**config.mk**
```make
export PLATFORM = sky130hd
export DESIGN_NAME = cdb_arbiter
export DESIGN_NICKNAME = d
export VERILOG_FILES = /design/src/rtl/cdb_arbiter_pkg.sv /design/src/rtl/cdb_arbiter_rr.sv /design/src/rtl/cdb_arbiter.sv
export SDC_FILE = /design/constraint.sdc
export NUM_CORES = 1
export LEC_CHECK = 0
export ABC_AREA = 1
export CAP_MARGIN = 10
export CORE_MARGIN = 2
export CORE_UTILIZATION = 25
export DETAILED_ROUTE_END_ITERATION = 8
export PLACE_DENSITY = 0.55
export SYNTH_ARGS = -nofsm -noshare
export SYNTH_HDL_FRONTEND = slang
export SYNTH_SLANG_ARGS = --single-unit
```
**constraint.sdc**
```tcl
create_clock -name clk -period 4.4 [get_ports clk]
set_input_delay 0.88 -clock clk [delete_from_list [all_inputs] [get_ports clk]]
set_output_delay 0.88 -clock clk [all_outputs]
set_load 0.01 [all_outputs]
```
**src/rtl/cdb_arbiter_pkg.sv**
```systemverilog
`default_nettype none
// ============================================================================
//  Package     : rv32i_types
//  Description : Shared RV32I out-of-order core types. Holds the common data
//                bus payload (cdb_t) and the CDB requester index constants
//                used by cdb_arbiter and the writeback-side functional units.
//  Revision    : 1.1 - CDB requester constants and cdb_stamp helper added
// ============================================================================
package rv32i_types;

    localparam int XLEN       = 32;
    localparam int ROB_IDX_W  = 6;   // 64-entry reorder buffer
    localparam int PREG_IDX_W = 7;   // 128 physical registers

    // One CDB broadcast. cdb_valid qualifies every other field.
    typedef struct packed {
        logic                  cdb_valid;
        logic [ROB_IDX_W-1:0]  rob_index;
        logic [PREG_IDX_W-1:0] pd;
        logic [XLEN-1:0]       result;
    } cdb_t;

    // Writeback requesters sharing the CDB, in slot-index order.
    localparam int CDB_NUM_REQ = 4;
    localparam int CDB_SRC_ALU = 0;
    localparam int CDB_SRC_MUL = 1;
    localparam int CDB_SRC_DIV = 2;
    localparam int CDB_SRC_LD  = 3;

    // Requesters do not drive cdb_valid meaningfully; the arbiter sets it
    // when the packet is actually placed on the bus.
    function automatic cdb_t cdb_stamp(input cdb_t pkt);
        cdb_t r;
        r           = pkt;
        r.cdb_valid = 1'b1;
        return r;
    endfunction

endpackage : rv32i_types
`default_nettype wire

```
**src/rtl/cdb_arbiter_rr.sv**
```systemverilog
`default_nettype none
// ============================================================================
//  Module      : rr_arbiter
//  Description : Purely combinational round-robin picker. Returns the first
//                occupied slot found when searching from rr_ptr upward,
//                wrapping modulo N_REQ. Output is one-hot or all zero.
//  Ports       : slot_v  [N_REQ-1:0] in   occupied-slot mask
//                rr_ptr  [PTR_W-1:0] in   highest-priority index (< N_REQ)
//                win     [N_REQ-1:0] out  one-hot winner, 0 when no slot set
//  Revision    : 1.0 - initial release
// ============================================================================
module rr_arbiter #(
    parameter int N_REQ = 4,
    parameter int PTR_W = (N_REQ > 1) ? $clog2(N_REQ) : 1
) (
    input  logic [N_REQ-1:0] slot_v,
    input  logic [PTR_W-1:0] rr_ptr,
    output logic [N_REQ-1:0] win
);

    logic [2*N_REQ-1:0] w_dbl_req;
    logic [N_REQ-1:0]   w_rot_req;
    logic [N_REQ-1:0]   w_rot_win;
    logic [2*N_REQ-1:0] w_dbl_win;

    // Rotate right so that slot rr_ptr lands on bit 0. Shifting a doubled
    // copy gives the wrap-around without a modulo on a non-power-of-two N.
    assign w_dbl_req = {slot_v, slot_v} >> rr_ptr;
    assign w_rot_req = w_dbl_req[N_REQ-1:0];

    // x & -x isolates the lowest set bit: the fixed-priority pick.
    assign w_rot_win = w_rot_req & (~w_rot_req + N_REQ'(1));

    // Rotate back left by the same amount; the upper half of the doubled
    // vector holds the wrapped result.
    assign w_dbl_win = {w_rot_win, w_rot_win} << rr_ptr;
    assign win       = w_dbl_win[2*N_REQ-1:N_REQ];

endmodule : rr_arbiter
`default_nettype wire

```
**src/rtl/cdb_arbiter.sv**
```systemverilog
`default_nettype none
// ============================================================================
//  Module      : cdb_arbiter
//  Description : Shares the single common data bus between the writeback
//                ports (0=ALU, 1=MUL, 2=DIV, 3=load). Each port owns a
//                one-entry holding slot; a round-robin scheduler picks one
//                slot per cycle and drives a registered cdb_t to the ROB,
//                reservation stations and physical register file.
//  Ports       : clk             in   rising-edge clock
//                rst             in   asynchronous reset, active LOW
//                flush           in   branch flush, discards all pending work
//                req_valid[N]    in   requester i presents a result
//                req_packet[N]   in   payload per requester (cdb_valid ignored)
//                req_ready[N]    out  slot i accepts this cycle (combinational)
//                cdb             out  registered broadcast, cdb_valid qualifies
//                cdb_grant[N]    out  registered one-hot source, 0 when idle
//                contention_cnt  out  saturating count of cycles with >=2
//                                     slots occupied (flush cycles excluded)
//  Revision    : 1.0 - initial release
// ============================================================================
module cdb_arbiter
    import rv32i_types::*;
#(
    parameter int N_REQ = CDB_NUM_REQ,
    parameter int PTR_W = (N_REQ > 1) ? $clog2(N_REQ) : 1
) (
    input  logic                   clk,
    input  logic                   rst,
    input  logic                   flush,
    input  logic [N_REQ-1:0]       req_valid,
    input  cdb_t [N_REQ-1:0]       req_packet,
    output logic [N_REQ-1:0]       req_ready,
    output cdb_t                   cdb,
    output logic [N_REQ-1:0]       cdb_grant,
    output logic [31:0]            contention_cnt
);

    localparam logic [31:0] C_CNT_MAX = 32'hFFFF_FFFF;

    // ------------------------------------------------------------------
    // State
    // ------------------------------------------------------------------
    logic [N_REQ-1:0] r_slot_v;
    cdb_t             r_slot_pkt [N_REQ];
    logic [PTR_W-1:0] r_rr_ptr;
    cdb_t             r_cdb;
    logic [N_REQ-1:0] r_grant;
    logic [31:0]      r_cnt;

    // ------------------------------------------------------------------
    // Combinational
    // ------------------------------------------------------------------
    logic [N_REQ-1:0] w_win;
    logic             w_any_win;
    logic [PTR_W-1:0] w_win_idx;
    logic [PTR_W-1:0] w_ptr_nxt;
    logic [N_REQ-1:0] w_ready;
    logic [N_REQ-1:0] w_accept;
    logic             w_contended;

    rr_arbiter #(
        .N_REQ (N_REQ),
        .PTR_W (PTR_W)
    ) u_rr_arbiter (
        .slot_v (r_slot_v),
        .rr_ptr (r_rr_ptr),
        .win    (w_win)
    );

    assign w_any_win = |w_win;

    // One-hot to index. The arbiter guarantees at most one bit is set.
    always_comb begin
        w_win_idx = '0;
        for (int i = 0; i < N_REQ; i++) begin
            if (w_win[i]) begin
                w_win_idx = PTR_W'(i);
            end
        end
    end

    // Next pointer is the slot just after the winner, wrapping at N_REQ.
    assign w_ptr_nxt = (w_win_idx == PTR_W'(N_REQ - 1)) ? '0
                                                        : w_win_idx + PTR_W'(1);

    // A slot that is leaving this cycle can be refilled at the same edge;
    // that is what lets a lone requester stream one result per cycle.
    assign w_ready  = {N_REQ{~flush}} & (~r_slot_v | w_win);
    assign w_accept = req_valid & w_ready;

    // Two or more bits set <=> clearing the lowest set bit leaves a residue.
    assign w_contended = (r_slot_v & (r_slot_v - N_REQ'(1))) != '0;

    // ------------------------------------------------------------------
    // Holding slots
    // ------------------------------------------------------------------
    always_ff @(posedge clk or negedge rst) begin
        if (!rst) begin
            r_slot_v <= '0;
            for (int i = 0; i < N_REQ; i++) begin
                r_slot_pkt[i] <= '0;
            end
        end else if (flush) begin
            r_slot_v <= '0;
        end else begin
            for (int i = 0; i < N_REQ; i++) begin
                if (w_accept[i]) begin
                    r_slot_v[i]   <= 1'b1;
                    r_slot_pkt[i] <= req_packet[i];
                end else if (w_win[i]) begin
                    r_slot_v[i]   <= 1'b0;
                end
            end
        end
    end

    // ------------------------------------------------------------------
    // Broadcast register and round-robin pointer
    // ------------------------------------------------------------------
    // Idle and flushed cycles drive an all-zero packet rather than holding
    // stale fields, so downstream never sees x or a previous result.
    always_ff @(posedge clk or negedge rst) begin
        if (!rst) begin
            r_cdb    <= '0;
            r_grant  <= '0;
            r_rr_ptr <= '0;
        end else if (flush) begin
            r_cdb    <= '0;
            r_grant  <= '0;
        end else if (w_any_win) begin
            r_cdb    <= cdb_stamp(r_slot_pkt[w_win_idx]);
            r_grant  <= w_win;
            r_rr_ptr <= w_ptr_nxt;
        end else begin
            r_cdb    <= '0;
            r_grant  <= '0;
        end
    end

    // ------------------------------------------------------------------
    // Contention statistics
    // ------------------------------------------------------------------
    always_ff @(posedge clk or negedge rst) begin
        if (!rst) begin
            r_cnt <= '0;
        end else if (!flush && w_contended && (r_cnt != C_CNT_MAX)) begin
            r_cnt <= r_cnt + 32'd1;
        end
    end

    // ------------------------------------------------------------------
    // Outputs
    // ------------------------------------------------------------------
    assign req_ready      = w_ready;
    assign cdb            = r_cdb;
    assign cdb_grant      = r_grant;
    assign contention_cnt = r_cnt;

endmodule : cdb_arbiter
`default_nettype wire

```
==> impl_metrics.env, run 1 <==
export IMPL_setup_tns_ns=0
export IMPL_worstReg2RegEnd="r_slot_pkt[125]"
export IMPL_reg2regPathDepth=13
export IMPL_syn_num_nets=1878
export IMPL_gp_congestion=0.865
export IMPL_crit_path_start_kind="register"
export IMPL_pre_cts_ws_ns=0.783
export IMPL_cts_buffers=34
export IMPL_hold_class="primary input to asynchronous set/reset pin"
export IMPL_cp_required_ns=3.52
export IMPL_timing_hold_ws_ns=0.418
export IMPL_dp_cells=2567
export IMPL_wire_per_inst_um=17.8
export IMPL_detailed_place_hpwl_mm=30.9
export IMPL_synth_fa_ha_area_frac=0.000955
export IMPL_synthXorXnorAreaFrac=0.0181
export IMPL_relSlewSlack=0.262
export IMPL_cts_hold_buf=0
export IMPL_setup_ws_ns=0.385
export IMPL_ys_ff_latch=268
export IMPL_n_antenna_cell=0
export IMPL_crit_top_cell="nand2_1"
export IMPL_grt_max_degree=115
export IMPL_vdd_drop_max_uv=707
export IMPL_ctsResizeCount=0
export IMPL_crit_slowest_cell="clkdlybuf4s50_1"
export IMPL_multi_input_area_sq_um=5210
export IMPL_vias=11900
export IMPL_muxShareOfSynthArea=0
export IMPL_netlist_area_sq_um=13100
export IMPL_total_power_uw=12300
export IMPL_cts_htree_levels=2
export IMPL_coreArea_sq_um=51500
export IMPL_synth_area_per_cell_sq_um=7.77
export IMPL_dr_pass1_iters=7
export IMPL_rrSetupSlack_ns=0.82
export IMPL_clock_sinks=268
export IMPL_drive_gt1_frac=0.0668
export IMPL_power_density_nw_per_um2=700
export IMPL_seq_area_sq_um=6710
export IMPL_cp_num_buf_inv=2
export IMPL_synth_top_family_by_area="simple AND/OR/NAND/NOR gates"
export IMPL_postCtsSetupRepairBufs=0
export IMPL_ys_types=34
export IMPL_cts_buffer_depth=3
export IMPL_antenna_found_initial=1
export IMPL_skew_ns=0.0187
export IMPL_min_period_ns=4.02
export IMPL_routed_via_density=4.54
export IMPL_tritoncts="yes"
export IMPL_netlist_instances=1686
export IMPL_drt_iter0_drc=745
export IMPL_synth_compound_area_frac=0.0486
export IMPL_fin_crit_sh=0.913
export IMPL_cpPeakStageDelay_ns=0.58
export IMPL_status="finished clean"
export IMPL_ant_nets=0
export IMPL_pin_count=277
export IMPL_fmax_ghz=0.249
export IMPL_grt_ovfl_total=0
export IMPL_clockRootBuffer="clkbuf_16"
export IMPL_synthSimpleGateAreaFrac=0.327
export IMPL_cts_clk_slew_worst_paths_ns=0.06
export IMPL_num_fill_cells=5507
export IMPL_drc_errors=0
export IMPL_finalSetupViolCount=0
export IMPL_crit_family="simple AND/OR/NAND/NOR gates"
export IMPL_track_usage=0.172
export IMPL_grt_first_pass_wirelength_mm=71.2
export IMPL_rr_startpoint="r_rr_ptr[1]"
export IMPL_die_x_um=233
export IMPL_leakagePower_uw=0.00851
export IMPL_die_area_sq_um=54200
export IMPL_setup_worst_path_end_class="primary output"
export IMPL_finalHoldViolCount=0
export IMPL_dieHeight_um=233
export IMPL_wirelength_mm=46.8
export IMPL_worst_slew_pin_slew_ns=1.10
export IMPL_crit_type="register to primary output"
export IMPL_grt_pass1_vias=12100
export IMPL_portBuffers=272
export IMPL_crit_path_cell_trace="inv_1 -> nand3_1 -> nand2_2 -> nand2_1 -> nor2_2 -> nand2_1 -> nand3_1 -> nand2_1 -> a21oi_4 -> clkdlybuf4s50_1"
export IMPL_max_cap_violations=0
export IMPL_nNetsFinal=2115
export IMPL_finalMaxSlewViolations=0
export IMPL_rows=83
export IMPL_cp_max_fo=11
export IMPL_arrival_ns=3.14
export IMPL_synth_seq_area_share=0.512
export IMPL_synth_yosys_warnings=0
export IMPL_initial_utilization=0.254
export IMPL_synthToLayoutAreaGrowth_pct=33.8
export IMPL_clock_latency_ns=0.55
export IMPL_grt_setup_unrepaired="no"
export IMPL_fin_cells=2627
cell usage in the layout (no fill, tap or decap), types with 12 or more instances in the layout:
master,instances
a21oi_1,75
a21oi_2,19
buf_4,26
clkbuf_16,35
clkdlybuf4s50_1,267
dfrtp_1,268
inv_1,166
nand2_1,582
nand3_1,291
nand4_1,13
nor2_1,88
nor3_1,12
xor2_1,22
layer usage:
metal / up-vias / global-route usage / share of wire
met3: 64 / 0.0287 / 0.045
met1: 5758 / 0.225 / 0.45
li1: 5786 / - / -
met5: - / 0 / 0
met2: 320 / 0.295 / 0.49
met4: 0 / 0.0432 / 0.017
worst register-to-register path, delay by kind of cell (launching register included):
kind            cells  cell delay, ns
simple gates       10            1.96
compound gates      1            0.12
buf+inv             2            0.85
flops               1            0.52
power by group:
group          internal (uW)  total [uW]  leakage [uW]  switching [uW]
clock                   1720        2850      0.000559            1130
sequential              3270        3730       0.00339             458
combinational           1940        5690       0.00456            3750
cells in the mapped netlist (all sizes together):
| master | number | share of area |
|---|---|---|
| a21oi | 98 | 0.044 |
| a31oi | 1 | 0.00048 |
| o211ai | 1 | 0.00057 |
| nor3 | 12 | 0.0046 |
| o31ai | 1 | 0.00057 |
| and3 | 1 | 0.00048 |
| nor2 | 89 | 0.026 |
| o21ai | 7 | 0.0027 |
| dfrtp | 268 | 0.51 |
| nor4b | 1 | 0.00067 |
| ha | 1 | 0.00096 |
| buf | 69 | 0.035 |
| nand3 | 294 | 0.11 |
| nand2 | 593 | 0.17 |
| xor2 | 22 | 0.015 |
| xnor2 | 5 | 0.0033 |
| nand3b | 3 | 0.0017 |
| nand4 | 13 | 0.0062 |
| clkbuf | 32 | 0.0095 |
| clkinv | 1 | 0.00029 |
| inv | 170 | 0.049 |
| nor4 | 4 | 0.0019 |
through the flow:
| stage | util | cell area, sq um |
|---|---|---|
| finish | 0.340 | 17500 |
| global route | 0.340 | 17500 |
| CTS | 0.340 | 17500 |
| detailed placement | 0.318 | 16400 |
| global placement | 0.318 | 16400 |
| floorplan | - | 13100 |
logic make-up after synthesis:
| kind of cell | Yosys count |
|---|---|
| buf+inv | 272 |
| simple gates | 1010 |
| xor+xnor | 27 |
| flops | 268 |
| fa+ha+maj | 1 |
| compound gates | 108 |
how the worst max path moves through the flow:
stage,start,end,cells after the start
5_1_grt,r_rr_ptr[1],req_ready[2],10
4_1_cts,r_rr_ptr[1],req_ready[2],10
3_3_place_gp,flush,r_slot_pkt[122],7
3_5_place_dp,flush,r_slot_pkt[135],7
6_report,r_rr_ptr[1],req_ready[2],10
2_1_floorplan,r_rr_ptr[0],req_ready[1],12
area by class of cell:
cell class | instances | area share
Tap cell | 680 | 0.0485
Clock inverter | 10 | 0.00714
Sequential cell | 268 | 0.383
Inverter | 171 | 0.0366
Timing Repair Buffer | 302 | 0.170
Multi-Input combinational cell | 1146 | 0.297
Clock buffer | 50 | 0.0577
registers in the layout, indices dropped and copies added, names as in the netlist:
name	count
r_rr_ptr	2
r_slot_v	4
r_slot_pkt	180
cdb	46
cdb_grant	4
contention_cnt	32
Power figures use the tool's default switching activity.
==> run 2, diff against run 1 <==
- CORE_UTILIZATION: 25 -> 35
- PLACE_DENSITY: 0.55 -> 0.68
==> run 2 against run 1 <==
First-iteration DRC count increased by 2.1%. Combinational power decreased by 3%. Worst hold slack worse by 0.019 ns. Wire length is 10% lower. Power is 2.2% lower. Clock skew fell by 0.0074 ns. Die area is 28% lower. Cell area is 2.1% lower. Maximum frequency grew 0.73%. Flip-flop and latch count unchanged. Via count about the same. Critical path type unchanged. Critical endpoint unchanged. Highest routed layer unchanged.
==> impl_metrics.env, run 2 (same netlist as run 1, synthesis figures left out) <==
export IMPL_status="finished clean"
export IMPL_crit_path_cell_trace="inv_1 -> nand3_1 -> nand2_2 -> nand2_1 -> nor2_2 -> nand2_1 -> nand3_1 -> nand2_1 -> a21oi_4 -> clkdlybuf4s50_1"
export IMPL_setup_worst_path_end_class="primary output"
export IMPL_placed_cell_area_sq_um=16100
export IMPL_die_x_um=197
export IMPL_cts_hold_buf=0
export IMPL_setup_tns_ns=0
export IMPL_cp_required_ns=3.52
export IMPL_cpPeakStageDelay_ns=0.59
export IMPL_rows=70
export IMPL_antenna_found_initial=1
export IMPL_fin_util=0.468
export IMPL_cts_clk_slew_worst_paths_ns=0.06
export IMPL_nNetsFinal=2104
export IMPL_skew_ns=0.0113
export IMPL_rrSetupSlack_ns=0.81
export IMPL_clock_sinks=268
export IMPL_fin_crit_sh=0.906
export IMPL_grt_pass1_vias=11700
export IMPL_initial_utilization=0.357
export IMPL_finalHoldViolCount=0
export IMPL_worstReg2RegEnd="r_rr_ptr[1]"
export IMPL_cts_htree_levels=1
export IMPL_critical_path_endpoint="req_ready[2]"
export IMPL_startpoint="r_rr_ptr[1]"
export IMPL_finalSetupViolCount=0
export IMPL_pin_count=277
export IMPL_hold_class="primary input to asynchronous set/reset pin"
export IMPL_tritoncts="yes"
export IMPL_ant_nets=0
export IMPL_crit_top_cell="nand2_1"
export IMPL_track_usage=0.213
export IMPL_arrival_ns=3.11
export IMPL_crit_path_start_kind="register"
export IMPL_cp_num_buf_inv=2
export IMPL_gp_congestion=0.873
export IMPL_leakagePower_uw=0.00845
export IMPL_total_power_uw=12000
export IMPL_cts_buffer_depth=3
export IMPL_vdd_drop_max_uv=492
export IMPL_portBuffers=272
export IMPL_power_density_nw_per_um2=699
export IMPL_grt_ovfl_total=0
export IMPL_routed_via_density=4.96
export IMPL_drc_errors=0
export IMPL_drive_gt1_frac=0.0635
export IMPL_grt_max_degree=110
export IMPL_detailed_place_hpwl_mm=27.9
export IMPL_grt_first_pass_wirelength_mm=64.9
export IMPL_coreArea_sq_um=36700
export IMPL_crit_family="buffers and inverters"
export IMPL_vias=11900
export IMPL_fmax_ghz=0.251
export IMPL_layout_common_cells="582 x nand2_1, 291 x nand3_1, 268 x dfrtp_1"
export IMPL_pre_cts_ws_ns=0.736
export IMPL_setup_ws_ns=0.414
export IMPL_ctsResizeCount=0
export IMPL_final_area_sq_um=17200
export IMPL_min_period_ns=3.99
export IMPL_cts_buffers=30
export IMPL_crit_type="register to primary output"
export IMPL_worst_slew_pin_slew_ns=1.09
export IMPL_postCtsSetupRepairBufs=0
export IMPL_reg2regPathDepth=15
export IMPL_rr_startpoint="r_rr_ptr[1]"
export IMPL_final_common_cell="nand2_1"
export IMPL_clockRootBuffer="clkbuf_16"
export IMPL_crit_cells=10
export IMPL_relSlewSlack=0.273
export IMPL_regMostFlops="r_slot_pkt"
export IMPL_wire_per_inst_um=17.5
export IMPL_largest_register_ffs=180
export IMPL_die_area_sq_um=39000
export IMPL_clock_latency_ns=0.56
export IMPL_max_cap_violations=0
export IMPL_drt_iter0_drc=761
export IMPL_grt_setup_unrepaired="no"
export IMPL_dieHeight_um=197
export IMPL_synthToLayoutAreaGrowth_pct=31.1
export IMPL_finalMaxSlewViolations=0
export IMPL_crit_slowest_cell="clkdlybuf4s50_1"
export IMPL_wirelength_mm=42.0
export IMPL_cp_max_fo=11
export IMPL_dr_pass1_iters=6
==> run 2: cell types whose count changed in the layout (fill, tap and decap cells not counted), sizes merged <==
cell      before  now
buf           35   28
clkbuf        50   45
bufinv         2    4
clkinv         8    5
inv          170  171
diode          0    1
clkinvlp       1    2
==> run 2: final cells by class <==
cell class / instances / area, sq um
tap: 468 / 586
sequential: 268 / 6710
clock inverter: 11 / 164
timing repair buffer: 295 / 2920
antenna: 1 / 2.50
clock buffer: 45 / 938
fill: 3556 / 19500
inverter: 171 / 642
multi-input combinational: 1146 / 5210
==> run 2: worst min path at each step <==
stage / from / endpoint / slack, ns / cells past startpoint
after global placement: r_slot_pkt[59] / r_slot_pkt[59] / 0.45 / 2
after floorplan: r_slot_pkt[0] / r_slot_pkt[0] / 0.44 / 2
final: rst / contention_cnt[18] / 0.40 / 1
after detailed placement: r_slot_pkt[130] / r_slot_pkt[130] / 0.46 / 2
after global routing: rst / contention_cnt[19] / 0.46 / 1
after CTS: rst / contention_cnt[18] / 0.42 / 1
==> run 2: through the flow <==
stage               hold slack, ns  cells
floorplan                    0.442   1686
global route                 0.458   2405
finish                       0.399   2405
CTS                          0.419   2404
global placement             0.454   2348
detailed placement           0.458   2348
==> run 2: where the power goes <==
part | internal [uW] | leakage, uW | switching, uW
Sequential | 3270 | 0.00339 | 465
Combinational | 1910 | 0.00452 | 3620
Clock | 1700 | 0.000542 | 1030
Total | 6880 | 0.00845 | 5120
==> run 2: routing by layer <==
| layer | GRT usage | share of wire | vias up | routed length [um] |
|---|---|---|---|---|
| met5 | 0 | 0 | - | 0 |
| met2 | 0.363 | 0.48 | 422 | 20200 |
| met3 | 0.0273 | 0.056 | 86 | 2350 |
| met4 | 0.0735 | 0.035 | 0 | 1470 |
| met1 | 0.280 | 0.43 | 5664 | 18000 |
| li1 | - | - | 5761 | - |
==> run 3, diff against run 2 <==
- CORE_MARGIN: 2 -> default
- MAX_ROUTING_LAYER: default -> met4
==> run 3 against run 2 <==
Cell count grew 0.17%. Critical path depth is the same. Die area shrank 2.0%. Combinational power grew 0.9%. Wire length grew 0.60%. Non-clock buffer count grew 2. Count of clock-buffer cells in the layout grew 9. Utilization grew 0.18 points. Sequential power is essentially flat. Worst hold slack gained 0.041 ns. Critical path type unchanged. Largest cell class unchanged.
==> impl_metrics.env, run 3 (same netlist as run 1, synthesis figures left out) <==
export IMPL_status="finished clean"
export IMPL_vdd_drop_max_uv=585
export IMPL_antenna_found_initial=0
export IMPL_max_cap_violations=0
export IMPL_drt_iter0_drc=670
export IMPL_clockRootBuffer="clkbuf_16"
export IMPL_track_usage=0.229
export IMPL_cts_buffer_depth=3
export IMPL_grt_ovfl_total=0
export IMPL_synthToLayoutAreaGrowth_pct=31.6
export IMPL_pin_count=277
export IMPL_largest_register_ffs=180
export IMPL_detailed_place_hpwl_mm=27.7
export IMPL_finalHoldViolCount=0
export IMPL_clock_latency_ns=0.52
export IMPL_dr_pass1_iters=5
export IMPL_worst_slew_pin_slew_ns=1.11
export IMPL_cts_htree_levels=2
export IMPL_pre_cts_ws_ns=0.868
export IMPL_wire_per_inst_um=17.5
export IMPL_nNetsFinal=2110
export IMPL_setup_tns_ns=0
export IMPL_grt_first_pass_wirelength_mm=66.0
export IMPL_finalMaxSlewViolations=0
export IMPL_die_x_um=195
export IMPL_crit_type="register to primary output"
export IMPL_total_power_uw=12100
export IMPL_grt_max_degree=108
export IMPL_cts_hold_buf=0
export IMPL_grt_pass1_vias=12000
export IMPL_vias=12100
export IMPL_arrival_ns=3.19
export IMPL_cp_max_fo=16
export IMPL_startpoint="r_rr_ptr[1]"
export IMPL_die_area_sq_um=38200
export IMPL_drive_gt1_frac=0.0639
export IMPL_postCtsSetupRepairBufs=0
export IMPL_setup_worst_path_end_class="primary output"
export IMPL_wirelength_mm=42.2
export IMPL_dieHeight_um=195
export IMPL_final_common_cell="nand2_1"
export IMPL_rows=70
export IMPL_crit_path_start_kind="register"
export IMPL_min_period_ns=4.07
export IMPL_setup_ws_ns=0.330
export IMPL_fin_crit_sh=0.925
export IMPL_rr_startpoint="r_rr_ptr[1]"
export IMPL_fin_util=0.470
export IMPL_finalSetupViolCount=0
export IMPL_leakagePower_uw=0.00849
export IMPL_hold_class="primary input to asynchronous set/reset pin"
export IMPL_cts_buffers=34
export IMPL_skew_ns=0.0132
export IMPL_gp_congestion=0.896
export IMPL_ant_nets=0
export IMPL_routed_via_density=5.01
export IMPL_relSlewSlack=0.263
export IMPL_cp_required_ns=3.52
export IMPL_portBuffers=272
export IMPL_clock_sinks=268
export IMPL_grt_setup_unrepaired="no"
export IMPL_ctsResizeCount=0
export IMPL_layout_common_cells="582 x nand2_1, 291 x nand3_1, 268 x dfrtp_1"
export IMPL_cts_clk_slew_worst_paths_ns=0.06
export IMPL_initial_utilization=0.357
export IMPL_tritoncts="yes"
export IMPL_drc_errors=0
export IMPL_fmax_ghz=0.246
export IMPL_coreArea_sq_um=36700
export IMPL_power_density_nw_per_um2=704
export IMPL_regMostFlops="r_slot_pkt"
export IMPL_n_antenna_cell=0
==> run 3: cell count changes in the layout (fill, tap and decap cells not counted) <==
cell,previous run,this run
clkinv_2,4,3
clkinvlp_4,2,1
inv_6,1,0
diode_2,1,0
buf_12,3,4
buf_4,20,21
bufinv_16,4,1
clkbuf_16,31,37
clkbuf_1,3,7
clkbuf_8,11,10
==> run 3: path summary, 6_finish.rpt <==
check | to | slack (ns) | depth (start not counted)
setup / recovery | req_ready[3] | 0.33 | 10
max in group asynchronous | r_slot_pkt[166] | 3.03 | 2
hold / removal | contention_cnt[16] | 0.44 | 1
hold reg to reg | r_slot_pkt[5] | 0.47 | 2
setup reg to reg | r_rr_ptr[1] | 0.89 | 14
min in group clk | r_slot_pkt[5] | 0.47 | 2
==> run 3: metrics by stage <==
step	cell area (sq um)	hold WS (ns)	instances
floorplan	13100	0.442	1686
global placement	16100	0.454	2350
finish	17200	0.440	2409
global route	17200	0.481	2409
CTS	17200	0.464	2409
detailed placement	16100	0.459	2350
==> run 3: final cells by class <==
type,count,area (sq um)
fill,3559,19500
clock inverter,5,52.6
multi-input combinational,1146,5210
tap,468,586
inverter,171,642
sequential,268,6710
timing repair buffer,297,2950
clock buffer,54,1090
==> run 3: per-layer routing <==
metal  up-vias  track usage  wire (um)
met4         0       0.0852       1420
met2       411        0.365      20000
met1      5802        0.300      18600
li1       5774            -          -
met3        82       0.0295       2180
met5         -            -          0
==> run 3: critical path, stage by stage (launching register included) <==
cell and delay (ns):
dfrtp_1 0.52, inv_1 0.31, nand3_1 0.14, nand2_2 0.13, nand2_1 0.07, nor2_2 0.14, nand2_2 0.10, nand3_1 0.09
nand2_2 0.28, a21oi_4 0.31, clkdlybuf4s50_1 0.59
==> run 3: where the power goes <==
part | leakage [uW] | internal [uW] | switching, uW | total [uW]
clock network | 0.000562 | 1750 | 1060 | 2810
registers | 0.00339 | 3270 | 473 | 3750
logic | 0.00453 | 1930 | 3640 | 5580
